$ cat config.mk
export PLATFORM = sky130hd
export DESIGN_NAME = spidac_rx
export DESIGN_NICKNAME = d
export VERILOG_FILES = /design/src/rtl/spidac_rx.sv
export SDC_FILE = /design/constraint.sdc
export NUM_CORES = 1
export LEC_CHECK = 0
export ABC_AREA = 1
export CORE_AREA = 8 8 89 91
export DETAILED_ROUTE_END_ITERATION = 7
export DIE_AREA = 0 0 97 99
export DONT_BUFFER_PORTS = 1
export PLACE_DENSITY = 0.64
export SLEW_MARGIN = 40
export SYNTH_ARGS = -nofsm -noshare
export SYNTH_HDL_FRONTEND = slang
export SYNTH_SLANG_ARGS = --single-unit
$ cat constraint.sdc
create_clock -name clk -period 1.27 [get_ports clk]
set_clock_uncertainty 0.15 [all_clocks]
set_input_delay 0.254 -clock clk [delete_from_list [all_inputs] [get_ports clk]]
set_output_delay 0.254 -clock clk [all_outputs]
set_load 0.01 [all_outputs]
$ cat src/rtl/spidac_rx.sv
// spidac_rx: DAC-side receiver for a 3-wire SCLK/nCS/DIN link, oversampled on clk.
// Optional build macro SPIDAC_RX_SUBLSB_CHECK_EN rejects frames whose sub-LSB fill bits are non-zero.
module spidac_rx #(
    parameter int FRAME_BITS  = 12,
    parameter int DATA_BITS   = 10,
    parameter int SYNC_STAGES = 2
) (
    input  logic                 clk,
    input  logic                 Reset,
    input  logic                 dac_sclk,
    input  logic                 DAC_nCS,
    input  logic                 dac_din,
    output logic [DATA_BITS-1:0] dac_code,
    output logic                 code_valid,
    output logic                 frame_err,
    output logic                 busy,
    output logic [7:0]           frame_cnt
);

    localparam int FILL_BITS = FRAME_BITS - DATA_BITS;
    localparam int SETTLE    = SYNC_STAGES + 2;

    typedef enum logic [1:0] {
        ST_WAIT_HIGH = 2'd0,
        ST_IDLE      = 2'd1,
        ST_ACTIVE    = 2'd2
    } state_t;

    logic [SYNC_STAGES-1:0] sclk_sync_r;
    logic [SYNC_STAGES-1:0] ncs_sync_r;
    logic [SYNC_STAGES-1:0] din_sync_r;
    logic                   sclk_s;
    logic                   ncs_s;
    logic                   din_s;
    logic                   sclk_d_r;
    logic                   ncs_d_r;
    logic                   din_d_r;
    logic                   sclk_rise_r;
    logic                   ncs_rise_r;
    logic                   ncs_fall_r;
    logic [2:0]             settle_cnt_r;
    logic                   settled_s;

    state_t                 state_r;
    state_t                 state_next_s;

    logic [FRAME_BITS-1:0]  shift_reg_r;
    logic [4:0]             bit_cnt_r;
    logic                   clear_s;
    logic                   shift_en_s;
    logic                   eval_s;
    logic                   len_ok_s;
    logic                   fill_ok_s;
    logic                   accept_s;
    logic                   reject_s;

    logic                   accept_pend_r;
    logic                   reject_pend_r;
    logic [DATA_BITS-1:0]   code_pend_r;
    logic [DATA_BITS-1:0]   dac_code_r;
    logic                   code_valid_r;
    logic                   frame_err_r;
    logic                   busy_r;
    logic [7:0]             frame_cnt_r;

`ifdef SPIDAC_RX_SUBLSB_CHECK_EN
    function automatic logic fill_is_zero(input logic [FILL_BITS-1:0] fill);
        return (fill == {FILL_BITS{1'b0}});
    endfunction
`endif

    assign sclk_s    = sclk_sync_r[SYNC_STAGES-1];
    assign ncs_s     = ncs_sync_r[SYNC_STAGES-1];
    assign din_s     = din_sync_r[SYNC_STAGES-1];
    assign settled_s = (settle_cnt_r == 3'(SETTLE));

    // Metastability synchronizers; nCS idles high so its chain resets to 1.
    always_ff @(posedge clk or negedge Reset) begin
        if (!Reset) begin
            sclk_sync_r <= {SYNC_STAGES{1'b0}};
            ncs_sync_r  <= {SYNC_STAGES{1'b1}};
            din_sync_r  <= {SYNC_STAGES{1'b0}};
        end else begin
            sclk_sync_r <= {sclk_sync_r[SYNC_STAGES-2:0], dac_sclk};
            ncs_sync_r  <= {ncs_sync_r[SYNC_STAGES-2:0], DAC_nCS};
            din_sync_r  <= {din_sync_r[SYNC_STAGES-2:0], dac_din};
        end
    end

    // Edge-detect flops and registered edge strobes; din is delayed alongside sclk.
    always_ff @(posedge clk or negedge Reset) begin
        if (!Reset) begin
            sclk_d_r    <= 1'b0;
            ncs_d_r     <= 1'b1;
            din_d_r     <= 1'b0;
            sclk_rise_r <= 1'b0;
            ncs_rise_r  <= 1'b0;
            ncs_fall_r  <= 1'b0;
        end else begin
            sclk_d_r    <= sclk_s;
            ncs_d_r     <= ncs_s;
            din_d_r     <= din_s;
            sclk_rise_r <= sclk_s & ~sclk_d_r;
            ncs_rise_r  <= ncs_s & ~ncs_d_r;
            ncs_fall_r  <= ~ncs_s & ncs_d_r;
        end
    end

    // Holds WAIT_HIGH until the pipeline carries real pin samples, not reset values.
    always_ff @(posedge clk or negedge Reset) begin
        if (!Reset) begin
            settle_cnt_r <= 3'd0;
        end else if (!settled_s) begin
            settle_cnt_r <= settle_cnt_r + 3'd1;
        end else begin
            settle_cnt_r <= settle_cnt_r;
        end
    end

    // State register.
    always_ff @(posedge clk or negedge Reset) begin
        if (!Reset) begin
            state_r <= ST_WAIT_HIGH;
        end else begin
            state_r <= state_next_s;
        end
    end

    // Next-state logic.
    always_comb begin
        state_next_s = state_r;
        case (state_r)
            ST_WAIT_HIGH: begin
                if (settled_s && ncs_d_r) begin
                    state_next_s = ST_IDLE;
                end else begin
                    state_next_s = ST_WAIT_HIGH;
                end
            end
            ST_IDLE: begin
                if (ncs_fall_r) begin
                    state_next_s = ST_ACTIVE;
                end else begin
                    state_next_s = ST_IDLE;
                end
            end
            ST_ACTIVE: begin
                if (ncs_rise_r) begin
                    state_next_s = ST_IDLE;
                end else begin
                    state_next_s = ST_ACTIVE;
                end
            end
            default: state_next_s = ST_WAIT_HIGH;
        endcase
    end

    // FSM output decode; an sclk edge coinciding with either nCS edge is dropped.
    always_comb begin
        clear_s    = 1'b0;
        shift_en_s = 1'b0;
        eval_s     = 1'b0;
        case (state_r)
            ST_IDLE: begin
                clear_s = ncs_fall_r;
            end
            ST_ACTIVE: begin
                shift_en_s = sclk_rise_r & ~ncs_rise_r;
                eval_s     = ncs_rise_r;
            end
            default: begin
                clear_s    = 1'b0;
                shift_en_s = 1'b0;
                eval_s     = 1'b0;
            end
        endcase
    end

    assign len_ok_s = (bit_cnt_r == 5'(FRAME_BITS));
`ifdef SPIDAC_RX_SUBLSB_CHECK_EN
    assign fill_ok_s = fill_is_zero(shift_reg_r[FILL_BITS-1:0]);
`else
    assign fill_ok_s = 1'b1;
`endif
    assign accept_s = eval_s & len_ok_s & fill_ok_s;
    assign reject_s = eval_s & ~(len_ok_s & fill_ok_s);

    // Shift register and saturating bit counter.
    always_ff @(posedge clk or negedge Reset) begin
        if (!Reset) begin
            shift_reg_r <= {FRAME_BITS{1'b0}};
            bit_cnt_r   <= 5'd0;
        end else if (clear_s) begin
            shift_reg_r <= {FRAME_BITS{1'b0}};
            bit_cnt_r   <= 5'd0;
        end else if (shift_en_s) begin
            shift_reg_r <= {shift_reg_r[FRAME_BITS-2:0], din_d_r};
            bit_cnt_r   <= (bit_cnt_r == 5'd31) ? 5'd31 : (bit_cnt_r + 5'd1);
        end else begin
            shift_reg_r <= shift_reg_r;
            bit_cnt_r   <= bit_cnt_r;
        end
    end

    // Frame verdict stage.
    always_ff @(posedge clk or negedge Reset) begin
        if (!Reset) begin
            accept_pend_r <= 1'b0;
            reject_pend_r <= 1'b0;
            code_pend_r   <= {DATA_BITS{1'b0}};
        end else begin
            accept_pend_r <= accept_s;
            reject_pend_r <= reject_s;
            code_pend_r   <= shift_reg_r[FRAME_BITS-1 -: DATA_BITS];
        end
    end

    // Registered outputs.
    always_ff @(posedge clk or negedge Reset) begin
        if (!Reset) begin
            dac_code_r   <= {DATA_BITS{1'b0}};
            code_valid_r <= 1'b0;
            frame_err_r  <= 1'b0;
            busy_r       <= 1'b0;
            frame_cnt_r  <= 8'd0;
        end else begin
            code_valid_r <= accept_pend_r;
            frame_err_r  <= reject_pend_r;
            busy_r       <= (state_next_s == ST_ACTIVE);
            if (accept_pend_r) begin
                dac_code_r  <= code_pend_r;
                frame_cnt_r <= frame_cnt_r + 8'd1;
            end else begin
                dac_code_r  <= dac_code_r;
                frame_cnt_r <= frame_cnt_r;
            end
        end
    end

    assign dac_code   = dac_code_r;
    assign code_valid = code_valid_r;
    assign frame_err  = frame_err_r;
    assign busy       = busy_r;
    assign frame_cnt  = frame_cnt_r;

endmodule

After elaboration in Yosys (flattened, before gate mapping)

Index checks and enable logic that the tools add are counted.

Word-level logic and storage cells: 56
Input bits: 5
Flip-flop bits (word level): 67

$add $sub $neg: 3
Bitwise gates (word level): 11
Reduce and logical (&&, ||, !) cells: 3
Multiplexer cells: 12
Equality and inequality tests: 6

Operator list:

| kind                  | count |
|---|---|
| $mux W12              | 2 |
| $mux W5               | 3 |
| $add A8 B1 Y8 const B | 1 |
| $and A1 B1 Y1         | 6 |
| $pmux W2 S3           | 1 |
| $add A5 B1 Y5 const B | 1 |
| $eq A5 B4 Y1 const B  | 1 |
| $eq A5 B5 Y1 const B  | 1 |
| $not A1 Y1            | 5 |
| $eq A2 B2 Y1 const B  | 2 |
| $mux W1               | 4 |
| $mux W2               | 2 |
| $add A3 B1 Y3 const B | 1 |
| $eq A3 B3 Y1 const B  | 1 |
| $eq A2 B1 Y1 const B  | 1 |
| $logic_not A2 Y1      | 1 |
| $reduce_bool A2 Y1    | 1 |
| $logic_and A1 B1 Y1   | 1 |

Longest topological paths before layout

Word-level depth: 5
Gate-level depth with buffers: 7
Depth with buffers taken out: 6

Worst setup path before layout

OpenSTA, ideal clock, no wires.

Path kind: reg-to-reg
Start: register frame_cnt_r[0] (netlist: frame_cnt[0])
End: register frame_cnt_r[1] (netlist: frame_cnt[1])
Arrival: 0.965 ns
Period minus slack after synthesis: 1.240 ns
Slack: 0.030 ns
Path buffers: 0
Stages on the path, launching flop included: 3
Data required time: 0.995 ns
Cells stage by stage: dfrtp_1 -> ha_1 -> mux2_2

Longest elaborated chain between the ends: 1

RTL lines:

| what                   | RTL line | RTL |
|---|---|---|
| start, declared        | 64       | `logic [7:0] frame_cnt_r;` |
| start signal, assigned | 232      | `frame_cnt_r <= frame_cnt_r + 8'd1;` |
| start signal, assigned | 235      | `frame_cnt_r <= frame_cnt_r;` |
| $add A8 B1 Y8          | 232      |  |

No other way between the ends.
A chain may end at the register's enable or synchronous reset.

Worst setup path in the final report

Start: register frame_cnt_r[1] (netlist: frame_cnt[1])
End: output port frame_cnt[1]

RTL lines:

| what          | RTL line | RTL |
|---|---|---|
| end, declared | 17       | `output logic [7:0] frame_cnt` |

No word-level cell between the ends.

==> run_results.csv <==
group,metric,value,unit
drt,wl_per_cell,12.4,µm
pwr,power_frac_seq,0.479,
yosys,netlist_top_cells_area,"dfrtp_1, mux2_2, inv_1",
timing,min_period,1.35,ns
yosys,yosys_warnings,0,
cells_and_area,nFillCells,583,
floorplanning,ioPinCount,26,
placed_design,port_buffers,0,
placed_design,dp_cells,291,
outcome,outcome,"finished with violations",
clock_tree,cts_max_path_buffers,2,
worst_setup_path,cp.required,0.87,ns
drt,drt_iter0_drc,21,
timing,fin_ws,-0.0762,ns
worst_setup_path,cp_cell_sequence,"buf_6 > buf_6",
cells_and_area,n_antenna_cell,0,
job,drv_cap,0,
cells_and_area,drive_above_1_share,0.292,
timing,worst_slew_pin_slew,0.232,ns
timing,max_freq,743,MHz
global_route,first_global_vias,1448,
global_route,grt_overflow,0,
yosys,synthFlopType,"dfrtp_1",
worst_hold_path,hold_class,"in2async",
yosys,synth_top_area_cell,"dfrtp_1",
timing,grt_setup_unrepaired,"true",
floorplanning,dieArea,9600,µm²
drt,ant_nets,0,
yosys,syn_area,2470,µm²
timing,fin_crit_sh,1.06,
timing,setup_tns,-0.0847,ns
placed_design,gp_congestion,0.722,
clock_tree,clock-root-buffer,"clkbuf_8",
worst_setup_path,criticalPathCategory,"reg2out",
global_route,grt_pass1_wl,6.88,mm
yosys,synth_async_sr_flop_share,1.00,
worst_setup_path,rr_worst_depth,7,
clock_tree,clk_pin_slew,0.07,ns
yosys,synthCells,203,
drt,drt_wl_total,3.90,mm
drt,drc,0,
floorplanning,rows,30,
drt,via_count,1410,
timing,hold_slack,-0.532,ns
outcome,violations,"hold timing, setup timing",
clock_tree,cts.sinks,67,
worst_setup_path,crit_path_max_incr_delay,0.39,ns
worst_setup_path,worst_path_most_repeated_cell,"buf_6",
drt,via_per_inst,4.46,
timing,drv_slew,0,
worst_setup_path,crit_path_end_kind,"output pin",
yosys,ys_ff_latch,67,
yosys,syn_nets,213,
timing,report.final.hold_viol_count,67,
worst_setup_path,startpoint_type,"flip-flop",
drt,topRoutingLayerUsed,"met4",
yosys,ys_types,23,
clock_tree,cts_tree,"built",
cells_and_area,fin_nets,241,
pwr,p_switching,1050,µW
floorplanning,start_util,0.376,
floorplanning,core-area,6570,µm²
drt,first_pass_iters,4,
worst_setup_path,cp_slowest_cell,"dfrtp_1",
cells_and_area,area.growth.synth_to_final,24.5,%
worst_setup_path,crit_fanout,2,
worst_setup_path,crit-reg2reg-capture,"frame_cnt[5]",
pwr,p_sw_frac,0.217,
floorplanning,die_w,97,µm
floorplanning,die_y,99,µm
placed_design,place_hpwl,2.53,mm
worst_setup_path,r2r-start,"frame_cnt[1]",
clock_tree,htreeDepth,3,
clock_tree,cts-hold-fix-buffers,3,
global_route,grt_usage,0.0901,
yosys,synth_most_common_cell,"dfrtp_1",
worst_setup_path,path_buf_inv,2,
yosys,synth_enable_flop_cells,0,
clock_tree,cts_buffers,9,
yosys,ys_top_cells_by_count,"dfrtp_1, inv_1, nand2_1",
cells_and_area,fin_util,0.468,
pwr,clockPowerShare,0.431,
drt,wl_met2,1.85,mm
pwr,power.internal,3800,µW
worst_setup_path,r2r_slack,0.01,ns
pwr,p_per_area,1580,nW/µm²
yosys,postSynthAreaPerCell,12.2,µm²
global_route,antenna_found_initial,0,
yosys,synth.top_cell.area_share,0.648,
drt,wl_met3,213,µm
pwr,p_total,4860,µW
pwr,ir_drop,791,µV
worst_setup_path,critPathTopFamily,"flip-flops",
pwr,cellLeakagePower,0.00154,µW
worst_setup_path,crit_arrival,0.94,ns
global_route,grt_max_degree,68,
timing,maxSlewHeadroom,0.845,
drt,drt-met1-wl,1.75,mm
yosys,ys_seq_area_frac,0.680,
timing,setup_violations,3,
clock_tree,insertion_delay,0.33,ns
worst_setup_path,cp.depth,2,
cells_and_area,stdcell_count,316,
pwr,comb_power_share,0.090,
==> layout make-up <==
class	instances	area, µm²	share of cell area
sequential	67	1680	0.547
multi-input combinational	100	712	0.231
timing repair buffer	22	223	0.0724
clock buffer	11	141	0.0460
inverter	31	116	0.0378
clock inverter	5	100	0.0325
tap	80	100	0.0325
==> per-layer routing <==
| metal | up-vias | track usage |
|---|---|---|
| li1 | 707 | - |
| met1 | 673 | 0.104 |
| met2 | 22 | 0.133 |
| met3 | 8 | 0.0385 |
| met4 | 0 | 0.0604 |
| met5 | - | 0 |
==> sequential cells by signal (all words and copies together), names as in the netlist, 3 cells and up <==
register / count
settle_cnt_r: 3
bit_cnt_r: 5
shift_reg_r: 12
dac_code: 10
code_pend_r: 10
frame_cnt: 8
==> metrics by stage <==
step,cell area (µm²),setup WS (ns)
floorplan,2470,0.0301
global placement,2640,-0.0183
detailed placement,2640,-0.0503
CTS,2980,-0.0991
global route,3080,-0.119
finish,3080,-0.0762
==> what timing repair did <==
action,in CTS,in global routing
setup endpoints to repair,13,24
setup buffers,4,2
pin swaps,2,9
gates resized for setup,11,21
hold endpoints to repair,70,67
==> worst max-delay path by stage <==
| stage | start | to | slack [ns] |
|---|---|---|---|
| 2_1_floorplan | frame_cnt[0] | frame_cnt[1] | 0.03 |
| 3_3_place_gp | bit_cnt_r[0] | bit_cnt_r[0] | -0.02 |
| 3_5_place_dp | bit_cnt_r[0] | bit_cnt_r[1] | -0.05 |
| 4_1_cts | frame_cnt[1] | frame_cnt[1] | -0.1 |
| 5_1_grt | frame_cnt[1] | frame_cnt[1] | -0.12 |
| 6_report | frame_cnt[1] | frame_cnt[1] | -0.08 |
==> kinds of logic (layout without fill, tap and decap cells) <==
logic type               Yosys count  in the layout  share of synthesized area
AO/OA/AOI/OAI                     18             18                     0.0426
XOR/XNOR                           7              7                     0.0248
adder cells (fa/ha/maj)            5              5                     0.0253
buffers and inverters             36             69                     0.0633
flip-flops                        67             67                      0.680
multiplexers                      11             11                     0.0502
AND/OR/NAND/NOR                   59             59                      0.113
==> power groups by stage <==
| stage | clock, µW | combinational (µW) | sequential (µW) |
|---|---|---|---|
| floorplan | 0 | 214 | 2340 |
| global placement | 0 | 285 | 2350 |
| detailed placement | 0 | 291 | 2350 |
| CTS | 2160 | 334 | 2310 |
| global route | 2260 | 485 | 2340 |
| finish | 2090 | 436 | 2330 |
==> layout by cell type, fill, tap and decap left out, drive strengths merged, types with 5 or more instances in the layout <==
cell / count
dfrtp: 64
nand2: 32
inv: 31
buf: 19
mux2: 11
clkbuf: 11
nor2: 11
o22ai: 10
nand3: 9
nand4: 7
o21ai: 7
ha: 5
(Power assumes the default switching activity.)
